<file path="config.mk">
export PLATFORM = sky130hd
export DESIGN_NAME = pps_discipline
export DESIGN_NICKNAME = d
export VERILOG_FILES = /design/src/rtl/pps_discipline.sv
export SDC_FILE = /design/constraint.sdc
export NUM_CORES = 1
export LEC_CHECK = 0
export ABC_CLOCK_PERIOD_IN_PS = 3150
export CAP_MARGIN = 20
export CELL_PAD_IN_SITES_DETAIL_PLACEMENT = 0
export CELL_PAD_IN_SITES_GLOBAL_PLACEMENT = 1
export CORE_ASPECT_RATIO = 1.5
export CORE_MARGIN = 1.5
export CORE_UTILIZATION = 40
export DETAILED_ROUTE_END_ITERATION = 10
export MAX_ROUTING_LAYER = met4
export PLACE_DENSITY_LB_ADDON = 0.12
export REMOVE_ABC_BUFFERS = 1
export SYNTH_ARGS = -nofsm -noshare
export SYNTH_HDL_FRONTEND = slang
export SYNTH_SLANG_ARGS = --single-unit
export TNS_END_PERCENT = 50
</file>
<file path="constraint.sdc">
create_clock -name clk_in -period 3.15 [get_ports clk_in]
set_clock_uncertainty 0.05 [all_clocks]
set_input_delay 0.63 -clock clk_in [delete_from_list [all_inputs] [get_ports clk_in]]
set_output_delay 0.63 -clock clk_in [all_outputs]
set_load 0.1 [all_outputs]
</file>
<file path="src/rtl/pps_discipline.sv">
// Purpose: disciplines a clock-divider PPS generator from the external GPS 1PPS input.
// Latency: 3 cycles from the pin to the internal edge; all outputs registered, +1 cycle.
// Backpressure: none; a new terminal count waits in a one-deep pending slot for div_wrap.
//
// Ports:
//   clk_in        local oscillator clock, the only clock
//   rst           synchronous active-high reset
//   gps_pps       external 1PPS, asynchronous to clk_in
//   div_wrap      one-cycle pulse from the divider at count 0; updates are applied only here
//   counter_value terminal count driven to the divider (period = counter_value + 1)
//   locked        LOCK_N consecutive in-tolerance measurements seen
//   holdover      reference lost; counter_value frozen until the reference returns
//   meas_valid    one-cycle pulse per accepted measurement
//   last_period   most recent measurement, accepted or not
module pps_discipline #(
  parameter logic [23:0] NOMINAL = 24'd9_999_999,
  parameter logic [23:0] TOL     = 24'd1000,
  parameter logic [3:0]  LOCK_N  = 4'd4
) (
  input  logic        clk_in,
  input  logic        rst,
  input  logic        gps_pps,
  input  logic        div_wrap,
  output logic [23:0] counter_value,
  output logic        locked,
  output logic        holdover,
  output logic        meas_valid,
  output logic [23:0] last_period
);

  localparam logic [23:0] M_LO    = NOMINAL - TOL;
  localparam logic [23:0] M_HI    = NOMINAL + TOL;
  // First count that can no longer belong to an in-tolerance interval.
  localparam logic [23:0] TIMEOUT = NOMINAL + TOL + 24'd1;

  typedef enum logic [1:0] {
    ST_ACQUIRE  = 2'd0,
    ST_TRACK    = 2'd1,
    ST_HOLDOVER = 2'd2
  } state_t;

  state_t      state, state_nxt;

  logic        pps_meta, pps_sync, pps_dly, pps_edge;
  logic [23:0] cnt;
  logic [3:0]  good_cnt, good_inc;
  logic        pend;
  logic [23:0] pend_val;
  logic        m_valid, timeout_hit;
  logic        take_meas, enter_hold, leave_hold;

  // Two-flop synchronizer followed by a registered rising-edge detect.
  always_ff @(posedge clk_in) begin
    if (rst) begin
      pps_meta <= 1'b0;
      pps_sync <= 1'b0;
      pps_dly  <= 1'b0;
      pps_edge <= 1'b0;
    end else begin
      pps_meta <= gps_pps;
      pps_sync <= pps_meta;
      pps_dly  <= pps_sync;
      pps_edge <= pps_sync & ~pps_dly;
    end
  end

  // Interval counter: its value in the edge cycle is (edge-to-edge cycles - 1),
  // which is directly a terminal count. Saturates so a lost reference cannot wrap.
  always_ff @(posedge clk_in) begin
    if (rst) begin
      cnt <= 24'd0;
    end else if (pps_edge) begin
      cnt <= 24'd0;
    end else if (cnt != 24'hFF_FFFF) begin
      cnt <= cnt + 24'd1;
    end
  end

  assign m_valid     = (cnt >= M_LO) && (cnt <= M_HI);
  assign timeout_hit = (cnt == TIMEOUT) && !pps_edge;
  assign good_inc    = (good_cnt >= LOCK_N) ? LOCK_N : good_cnt + 4'd1;

  // FSM state register.
  always_ff @(posedge clk_in) begin
    if (rst) state <= ST_ACQUIRE;
    else     state <= state_nxt;
  end

  // FSM next state.
  always_comb begin
    state_nxt = state;
    case (state)
      ST_ACQUIRE:  if (pps_edge)    state_nxt = ST_TRACK;
      ST_TRACK:    if (timeout_hit) state_nxt = ST_HOLDOVER;
      ST_HOLDOVER: if (pps_edge)    state_nxt = ST_TRACK;
      default:                      state_nxt = ST_ACQUIRE;
    endcase
  end

  // FSM action decode. The edge leaving ACQUIRE or HOLDOVER only opens an interval.
  always_comb begin
    take_meas  = 1'b0;
    enter_hold = 1'b0;
    leave_hold = 1'b0;
    case (state)
      ST_TRACK: begin
        take_meas  = pps_edge;
        enter_hold = timeout_hit;
      end
      ST_HOLDOVER: leave_hold = pps_edge;
      default: ;
    endcase
  end

  // Measurement, lock and apply datapath.
  always_ff @(posedge clk_in) begin
    if (rst) begin
      counter_value <= NOMINAL;
      locked        <= 1'b0;
      holdover      <= 1'b0;
      meas_valid    <= 1'b0;
      last_period   <= 24'd0;
      good_cnt      <= 4'd0;
      pend          <= 1'b0;
      pend_val      <= 24'd0;
    end else begin
      meas_valid <= 1'b0;

      // Apply uses the pending value from before this cycle; a measurement
      // landing in the same cycle re-arms pend below and waits for the next wrap.
      if (div_wrap && pend) begin
        counter_value <= pend_val;
        pend          <= 1'b0;
      end

      if (take_meas) begin
        last_period <= cnt;
        if (m_valid) begin
          meas_valid <= 1'b1;
          pend_val   <= cnt;
          pend       <= 1'b1;
          good_cnt   <= good_inc;
          if (good_inc == LOCK_N) locked <= 1'b1;
        end else begin
          good_cnt <= 4'd0;
          locked   <= 1'b0;
        end
      end

      // Losing the reference drops any pending value so the divider keeps its
      // last applied period through holdover.
      if (enter_hold) begin
        holdover <= 1'b1;
        locked   <= 1'b0;
        good_cnt <= 4'd0;
        pend     <= 1'b0;
      end

      if (leave_hold) holdover <= 1'b0;
    end
  end

endmodule

</file>
Word level (Yosys, flattened, before mapping)
Cells that the tools add are included.
{"block": "op_classes", "n_mux": 14, "addsub": 2, "bitwise_logic": 3, "n_eq_ne": 8, "reduce_logical": 13, "magnitude_cmp": 3}
{"op": "24-bit by 1-bit adder with 24-bit output, second input constant", "n": 1}
{"op": "24-bit == test, second input constant", "n": 1}
{"op": "24-bit >= comparator, second input constant", "n": 1}
{"op": "24-bit <= comparator, second input constant", "n": 1}
{"op": "24-bit != test, second input constant", "n": 1}
{"op": "2-bit OR reduction", "n": 5}
{"op": "1-bit 2-to-1 mux", "n": 9}
{"op": "4-bit 2-to-1 mux", "n": 2}
{"op": "2-bit AND reduction", "n": 3}
{"op": "4-bit by 1-bit adder with 4-bit output, second input constant", "n": 1}
{"op": "4-bit by 3-bit == test with 1-bit output, second input constant", "n": 1}
{"op": "4-bit by 3-bit >= comparator with 1-bit output, second input constant", "n": 1}
{"op": "2-bit 2-to-1 mux", "n": 2}
{"op": "2-bit by 1-bit != test with 1-bit output, second input constant", "n": 2}
{"op": "2-bit one-hot mux with 2 select lines", "n": 1}
{"op": "1-bit logical AND", "n": 3}
{"op": "2-bit by 1-bit == test with 1-bit output, second input constant", "n": 1}
{"op": "2-bit == test, second input constant", "n": 1}
{"op": "2-bit zero test", "n": 1}
{"op": "2-bit != test, second input constant", "n": 1}
{"op": "1-bit inverter", "n": 2}
{"op": "1-bit AND", "n": 1}
{"op": "1-bit zero test", "n": 1}
{"block": "totals", "wordCells": 57, "ff_bits": 110}

Logic depth before layout (Yosys ltp)
Gate-level depths: netlist (run 1).
{"block": "depth", "ltp_word": 5, "ltp_mapped": 8, "mapped_depth_nobuf": 7}

Worst setup path before layout (run 1)
No wires, ideal clock.
{"block": "synth_timing", "path_type": "reg2reg", "startpoint": "register cnt[1]", "endpoint": "register pend_val[10]", "n_path_buf": 1, "arrival_time_ns": 2.135, "synth_period_minus_slack_ns": 2.257, "stages_incl_launch_ff": 9, "slack_ns": 0.893, "required_ns": 3.028, "setup_time_ns": 0.072, "path_cell_list": "dfxtp_1 -> ha_1 -> a21o_1 -> a211oi_1 -> or4_1 -> a211o_1 -> nor2_8 -> buf_12 -> mux2i_1"}
{"block": "synth_between", "elab_chain_len": 3, "elab_cells_between_ends": 4}
{"element": "start: declaration", "line_no": "45", "source": "logic [23:0] cnt;"}
{"element": "start signal: assignment", "line_no": "75", "source": "cnt <= cnt + 24'd1;"}
{"element": "24-bit >= comparator or 24-bit <= comparator (tied branches)", "line_no": "79", "source": "assign m_valid = (cnt >= M_LO) && (cnt <= M_HI);"}
{"element": "1-bit logical AND (*)", "line_no": "79"}
{"element": "2-bit AND reduction (no line) (*)"}
{"element": "end signal: assignment", "line_no": "140", "source": "pend_val <= cnt;"}
{"element": "end: declaration", "line_no": "48", "source": "logic [23:0] pend_val;"}
Every way passes the cells marked *; elsewhere a longest branch is shown, timed or not.
A chain may end at the register's enable or synchronous reset.

Final worst setup path (run 1)
{"block": "layout_timing", "startpoint": "register cnt[1]", "endpoint": "register good_cnt[1]"}
{"block": "layout_between", "elab_chain_len": 4, "elab_cells_between_ends": 8}
{"element": "branches (longest 4 deep; another with 24-bit >= comparator)"}
{"element": "end signal: assignment", "line_no": "142", "source": "good_cnt <= good_inc;"}
{"element": "end: declaration", "line_no": "46", "source": "logic [3:0] good_cnt, good_inc;"}
Several ways; the timed one is not identified.

==> results of run 1 <==
## critical path: cells and delay by family (launching register included)
kind | cells | cell delay [ps]
AND/OR/NAND/NOR | 2 | 910
flip-flops | 1 | 430
adder cells (fa/ha/maj) | 1 | 250
AO/OA/AOI/OAI | 4 | 870
## state kept, by name (all words and copies together) (netlist names)
signal         count
last_period       24
pps_sync           1
pend_val          24
cnt               24
pps_edge           1
pps_meta           1
counter_value     24
meas_valid         1
good_cnt           4
holdover           1
pend               1
state              2
pps_dly            1
locked             1
## stage by stage
stage | util | setup WS, ps | power (mW) | cell area (um^2) | hold WS (ps)
6_report | 0.475 | 584 | 2.49 | 5200 | 335
5_1_grt | 0.475 | 390 | 2.59 | 5200 | 350
4_1_cts | 0.475 | 562 | 2.53 | 5200 | 336
3_5_place_dp | 0.451 | 573 | 1.49 | 4930 | 327
3_3_place_gp | 0.451 | 646 | 1.49 | 4930 | 328
2_1_floorplan | - | 847 | 1.46 | 4310 | 317
## kinds of logic after synthesis
| group | Yosys count | synth area share |
|---|---|---|
| buf+inv | 38 | 0.0397 |
| fa+ha+maj | 3 | 0.00840 |
| flops | 110 | 0.493 |
| xor+xnor | 16 | 0.0313 |
| compound gates | 81 | 0.107 |
| simple gates | 254 | 0.291 |
| mux | 13 | 0.0291 |
## placed cells by master, fill, tap and decap left out, types with 3 or more instances in the layout
cell type and count:
mux2i_1 13, nand3b_1 16, inv_1 5, dfxtp_1 110, nor3_1 7, xnor2_1 4
clkbuf_16 9, nand4_1 8, a21oi_1 47, and3_1 5, nand3_1 9, nor3b_1 10
o21ai_0 12, o21ba_1 5, a31oi_1 3, nor2_1 28, nor2b_1 5, ha_1 3
and4_1 3, or3_1 6, and2_1 6, buf_4 55, nand2b_1 24, xor2_1 12
nand2_1 113
## metal layers
metal / vias to the layer above / global-route usage / wire [um]
met2: 62 / 0.280 / 4560
met3: 16 / 0.0287 / 270
met5: - / - / 0
li1: 1804 / - / -
met4: 0 / 0.0769 / 248
met1: 1583 / 0.215 / 4300
## Yosys cell counts, types with 2 or more instances
| cell | count | area share |
|---|---|---|
| clkbuf_1 | 24 | 0.020 |
| nor3b_1 | 10 | 0.017 |
| a21oi_1 | 47 | 0.053 |
| nor2_1 | 28 | 0.024 |
| or3_1 | 6 | 0.0084 |
| nand2_1 | 113 | 0.095 |
| ha_1 | 3 | 0.0084 |
| xor2_1 | 12 | 0.024 |
| o21ba_1 | 5 | 0.011 |
| buf_2 | 6 | 0.0067 |
| or4_4 | 2 | 0.0050 |
| a31oi_1 | 3 | 0.0042 |
| o21a_1 | 2 | 0.0034 |
| nand4_1 | 8 | 0.011 |
| a211oi_1 | 2 | 0.0034 |
| and2_1 | 6 | 0.0084 |
| nand3b_1 | 16 | 0.027 |
| and3_1 | 5 | 0.0070 |
| xnor2_1 | 4 | 0.0078 |
| or2_2 | 2 | 0.0028 |
| and4_1 | 3 | 0.0059 |
| nor3_1 | 7 | 0.0078 |
| a21o_1 | 2 | 0.0034 |
| nand3_1 | 9 | 0.010 |
| nor4_1 | 2 | 0.0028 |
| inv_1 | 5 | 0.0042 |
| o21ai_0 | 12 | 0.013 |
| nor2b_1 | 5 | 0.0070 |
| mux2i_1 | 13 | 0.029 |
| nand2b_1 | 24 | 0.034 |
| dfxtp_1 | 110 | 0.49 |
## layout make-up
type | instances | area share
Inverter | 5 | 0.00361
Tap cell | 147 | 0.0354
Clock buffer | 11 | 0.0467
Multi-Input combinational cell | 367 | 0.402
Timing Repair Buffer | 58 | 0.0842
Sequential cell | 110 | 0.424
Clock inverter | 3 | 0.00433
## where the power goes
part           switching, mW  internal (mW)
clock network          0.480          0.551
registers            0.00696           1.40
logic                 0.0324         0.0205
## how the worst max path moves through the flow
stage,endpoint,slack (ps),cells past startpoint,startpoint
global route,pend_val[6]$_SDFFE_PP0P_,390,7,cnt[1]$_SDFFE_PP0P_
detailed placement,pend_val[9]$_SDFFE_PP0P_,570,7,cnt[1]$_SDFFE_PP0P_
CTS,pend_val[9]$_SDFFE_PP0P_,560,7,cnt[1]$_SDFFE_PP0P_
floorplan,good_cnt[1]$_SDFFE_PP0P_,850,7,cnt[1]$_SDFFE_PP0P_
global placement,good_cnt[1]$_SDFFE_PP0P_,650,7,cnt[1]$_SDFFE_PP0P_
finish,good_cnt[1]$_SDFFE_PP0P_,580,7,cnt[1]$_SDFFE_PP0P_
==> metrics.txt, run 1 <==
status finished clean; CTS H-tree lvls 3; Worst EP arrival 2810 ps; CTS Buf Count 9; CP max-delay cell or4_1; WL/cell 13.4 um; number of diodes 0; crit path cell chain ha_1, a21o_1, a211oi_1, or4_1, a211o_1, nor2_8, a41o_2; first-pass iteration count of the detailed router 4; Starting Density 0.409; yosys synthesis warning count 0; number of buffers added for setup after CTS 0; Die ar. 11,800 um^2; Worst Hold End pps_edge$_SDFF_PP0_; Max-Slew Margin vs Limit 0.347; total area of sequential cells 2200 um^2; CP Capture Type register; later-pin clock latency in the skew report 350 ps; Peak supply drop 0.254 mV; Final Hold Fails 0; fin nets 558; maximum clock frequency 390 MHz; predominant post-synthesis flop cell dfxtp_1; total gr overflow 0; startpoint types register; Cells after Synth 515; Hold Path Class register to register; Via density 4.94; Worst-Margin Slew 979 ps; Layout Area Growth over Synthesis 16.3%; DP HPWL 6.44 mm; # setup viols final 0; r2r startpoint cnt[1]$_SDFFE_PP0P_; fill cell count 1,099; CP peak stage delay 510 ps; Yosys cell types 50; Core Box Area 10,900 um^2; Worst-path clk slew 70 ps; Hold Crit Start pps_dly$_SDFF_PP0_; CTS sink count 110; Mean Syn Cell Area 8.68 um^2; Pins Over Slew Limit 0; row cnt 47; Multi-input gate area 2090 um^2; Synth Register Bits 110; Non-Filler Instances 701; hold depth 1; RSZ-0062 raised after global routing no; worst setup path class register to register; required time worst endpoint 3390 ps; Crit Path Max Fanout 26; Final ANT Viol Nets 0; via count 3,465; cts hold-fix bufs 0; power density over the cells 478 nW/um^2; share of layout cells above drive strength 1 0.141; Max-Cap Viols 0; Setup TNS 0 ps; mapped cell area 4470 um^2; RR Endpoint good_cnt[1]$_SDFFE_PP0P_; clock buffer depth 2; ys async rst share 0; Placed Cells 687; r2r setup slk 580 ps; Post-CTS Resized 0; GRT Total Usage 0.175; P_leak 1.98 nW; first-pass GRT wire length 15.8 mm; Root Driver clkbuf_16; R2R depth 7; initial antenna violation count 0; DIE HEIGHT 132 um; drt total wl 9.38 mm; gp weighted congestion 0.774; Top Ports 55; vias in the first global route 3,314; Initial DRC Count 109; largest net degree at the start of global routing 44; Die X 89.3 um; # port buffers 54; Tcrit/Tclk final 0.815; TritonCTS clock tree done; Seq/Total Area, Yosys 0.493; Final min period 2570 ps; number of synthesized flops with an enable pin 0; DRC Markers 0
No activity file was read; power rests on OpenSTA's default activity.
==> run 2: changes to the inputs <==
--- a/config.mk
+++ b/config.mk
@@ -5,13 +5,13 @@
 export SDC_FILE = /design/constraint.sdc
 export NUM_CORES = 1
 export LEC_CHECK = 0
-export ABC_CLOCK_PERIOD_IN_PS = 3150
+export ABC_CLOCK_PERIOD_IN_PS = 2100
 export CAP_MARGIN = 20
 export CELL_PAD_IN_SITES_DETAIL_PLACEMENT = 0
 export CELL_PAD_IN_SITES_GLOBAL_PLACEMENT = 1
 export CORE_ASPECT_RATIO = 1.5
 export CORE_MARGIN = 1.5
-export CORE_UTILIZATION = 40
+export CORE_UTILIZATION = 38
 export DETAILED_ROUTE_END_ITERATION = 10
 export MAX_ROUTING_LAYER = met4
 export PLACE_DENSITY_LB_ADDON = 0.12
==> constraint.sdc (replaced) <==
create_clock -name clk_in -period 2.1 [get_ports clk_in]
set_clock_uncertainty 0.05 [all_clocks]
set_input_delay 0.42 -clock clk_in [delete_from_list [all_inputs] [get_ports clk_in]]
set_output_delay 0.42 -clock clk_in [all_outputs]
set_load 0.1 [all_outputs]
==> run 2 against run 1 <==
The run now ends with setup timing left. Total power up 56%. Routed wire length up 7.1%. Non-clock buffer count rose by 60. Count of clock-buffer cells in the layout is 1 lower. Global-route usage shrank 0.73 points. Critical path type unchanged.
==> metrics.txt, run 2 (synthesis results as in run 1) <==
status complete, but fails checks; failing checks setup timing; Final ANT Viol Nets 0 (unchanged); clock buffer depth 2 (unchanged); Max-Slew Margin vs Limit 0.652 (+0.305); cts hold-fix bufs 0 (unchanged); initial antenna violation count 0 (unchanged); first-pass GRT wire length 16.3 mm (+3.2%); Setup crit start cnt[11]$_SDFFE_PP0P_; r2r startpoint cnt[11]$_SDFFE_PP0P_; setup ws final -120 ps (-704 ps); startpoint types register; Metal-1 WL 4.47 mm (+3.9%); largest net degree at the start of global routing 55 (+25%); Root Driver clkbuf_16; drt total wl 10.0 mm (+7.1%); via count 3,662 (+5.7%); DRC Markers 0 (unchanged); R2R depth 8 (+1); P_leak 2.34 nW (+19%); DP HPWL 7.04 mm (+9.3%); Setup TNS -1960 ps (-1960 ps); dpl ws -176 ps (-749 ps); Starting Density 0.390 (-0.0190); RSZ-0062 raised after global routing yes; required time worst endpoint 2320 ps (-1070 ps); Pins Over Slew Limit 0 (unchanged); Worst EP arrival 2440 ps (-370 ps); TritonCTS clock tree done; Top Layer Used met4; total gr overflow 0 (unchanged); met3 routed WL 252 um (-6.7%); CTS H-tree lvls 3 (unchanged); share of layout cells above drive strength 1 0.253 (+0.112); CTS Buf Count 9 (unchanged); Top delay family on crit path simple AND/OR/NAND/NOR gates; crit path cell chain buf_6, nor2_4, nand3b_1, or4_4, a211o_4, nor2_8, clkbuf_16, mux2i_1; WL/cell 13.1 um (-2.0%); Peak supply drop 0.470 mV (+85%); Critical Path End pend_val[4]$_SDFFE_PP0P_; fin nets 618 (+11%); Initial DRC Count 111 (+1.8%); Final min period 2220 ps (-346 ps); vias in the first global route 3,405 (+2.7%); Crit Path Max Fanout 8 (-69%); Final Hold Fails 0 (unchanged); power density over the cells 666 nW/um^2 (+39%); CP peak stage delay 500 ps (about the same); DIE HEIGHT 136 um (+2.5%); Worst-Margin Slew 522 ps (-458 ps); metal2 WL 5.11 mm (+12%); Layout Area Growth over Synthesis 30.7%; Hold Path Class register to register; Die ar. 12,400 um^2 (+5.1%); Die X 91.6 um (+2.5%); Worst-path clk slew 70 ps (about the same); GRT Total Usage 0.168 (-0.00727); CP max-delay cell or4_4; first-pass iteration count of the detailed router 6 (+2); RR Endpoint pend_val[4]$_SDFFE_PP0P_; r2r setup slk -120 ps (-700 ps); gp weighted congestion 0.849 (+9.6%); commonest non-fill, non-tap cell in the layout nand2_1; Max-Cap Viols 0 (unchanged); most frequent cells in the layout nand2_1 (113), buf_4 (109), dfxtp_1 (104), a21oi_1 (46), nor2_1 (27); CTS sink count 110 (unchanged); # port buffers 54 (unchanged); maximum clock frequency 450 MHz (+16%); number of diodes 0 (unchanged); later-pin clock latency in the skew report 340 ps (about the same); Top Ports 55 (unchanged); worst path bufs/invs 2 (+2); Core Box Area 11,500 um^2 (+4.9%); Via density 4.78 (-3.3%); CP Capture Type register; Tcrit/Tclk final 1.06 (+0.243); worst setup path class register to register; Worst path depth 8 (+1); row cnt 48 (+2.1%); # setup viols final 26 (+26)
## run 2: cell types whose count changed in the layout (fill, tap and decap cells not counted), sizes merged
| cell | change |
|---|---|
| clkinv | -2 |
| bufinv | +1 |
| clkinvlp | +2 |
| buf | +59 |
| inv | +2 |
## run 2: how the worst min path moves through the flow
stage,cells after the start,start,end
2_1_floorplan,1,pps_dly$_SDFF_PP0_,pps_edge$_SDFF_PP0_
3_3_place_gp,1,pps_dly$_SDFF_PP0_,pps_edge$_SDFF_PP0_
3_5_place_dp,1,pps_dly$_SDFF_PP0_,pps_edge$_SDFF_PP0_
4_1_cts,1,pps_dly$_SDFF_PP0_,pps_edge$_SDFF_PP0_
5_1_grt,1,pps_dly$_SDFF_PP0_,pps_edge$_SDFF_PP0_
6_report,1,pps_dly$_SDFF_PP0_,pps_edge$_SDFF_PP0_
## run 2: repair_timing
action	CTS	global route
setup endpoints to repair	29	42
gates cloned	0	1
resized for setup	2	22
buffers inserted	1	1
pin swaps	1	7
## run 2: layout make-up
type	instances	area, um^2
sequential	110	2210
multi-input combinational	367	2180
timing repair buffer	118	951
fill	1077	5630
tap	150	188
inverter	5	18.8
clock buffer	10	229
clock inverter	6	67.6
## run 2: report_power, final
group | leakage [nW] | switching (mW) | total, mW | internal [mW]
Combinational | 1.31 | 0.0607 | 0.105 | 0.0445
Clock | 0.139 | 0.753 | 1.69 | 0.932
Sequential | 0.890 | 0.00611 | 2.10 | 2.09
## run 2: through the flow
step | utilization | area (um^2) | instances | hold slack, ps | power [mW]
floorplan | - | 4310 | 482 | 317 | 2.19
global placement | 0.471 | 5400 | 747 | 322 | 2.25
detailed placement | 0.471 | 5400 | 747 | 325 | 2.25
CTS | 0.498 | 5710 | 764 | 335 | 3.95
global route | 0.509 | 5840 | 766 | 347 | 4.05
finish | 0.509 | 5840 | 766 | 333 | 3.89
## run 2: routing by layer
| metal | vias up | track usage |
|---|---|---|
| met1 | 1678 | 0.196 |
| met4 | 0 | 0.0582 |
| li1 | 1922 | - |
| met3 | 14 | 0.0252 |
| met2 | 48 | 0.294 |
| met5 | - | - |
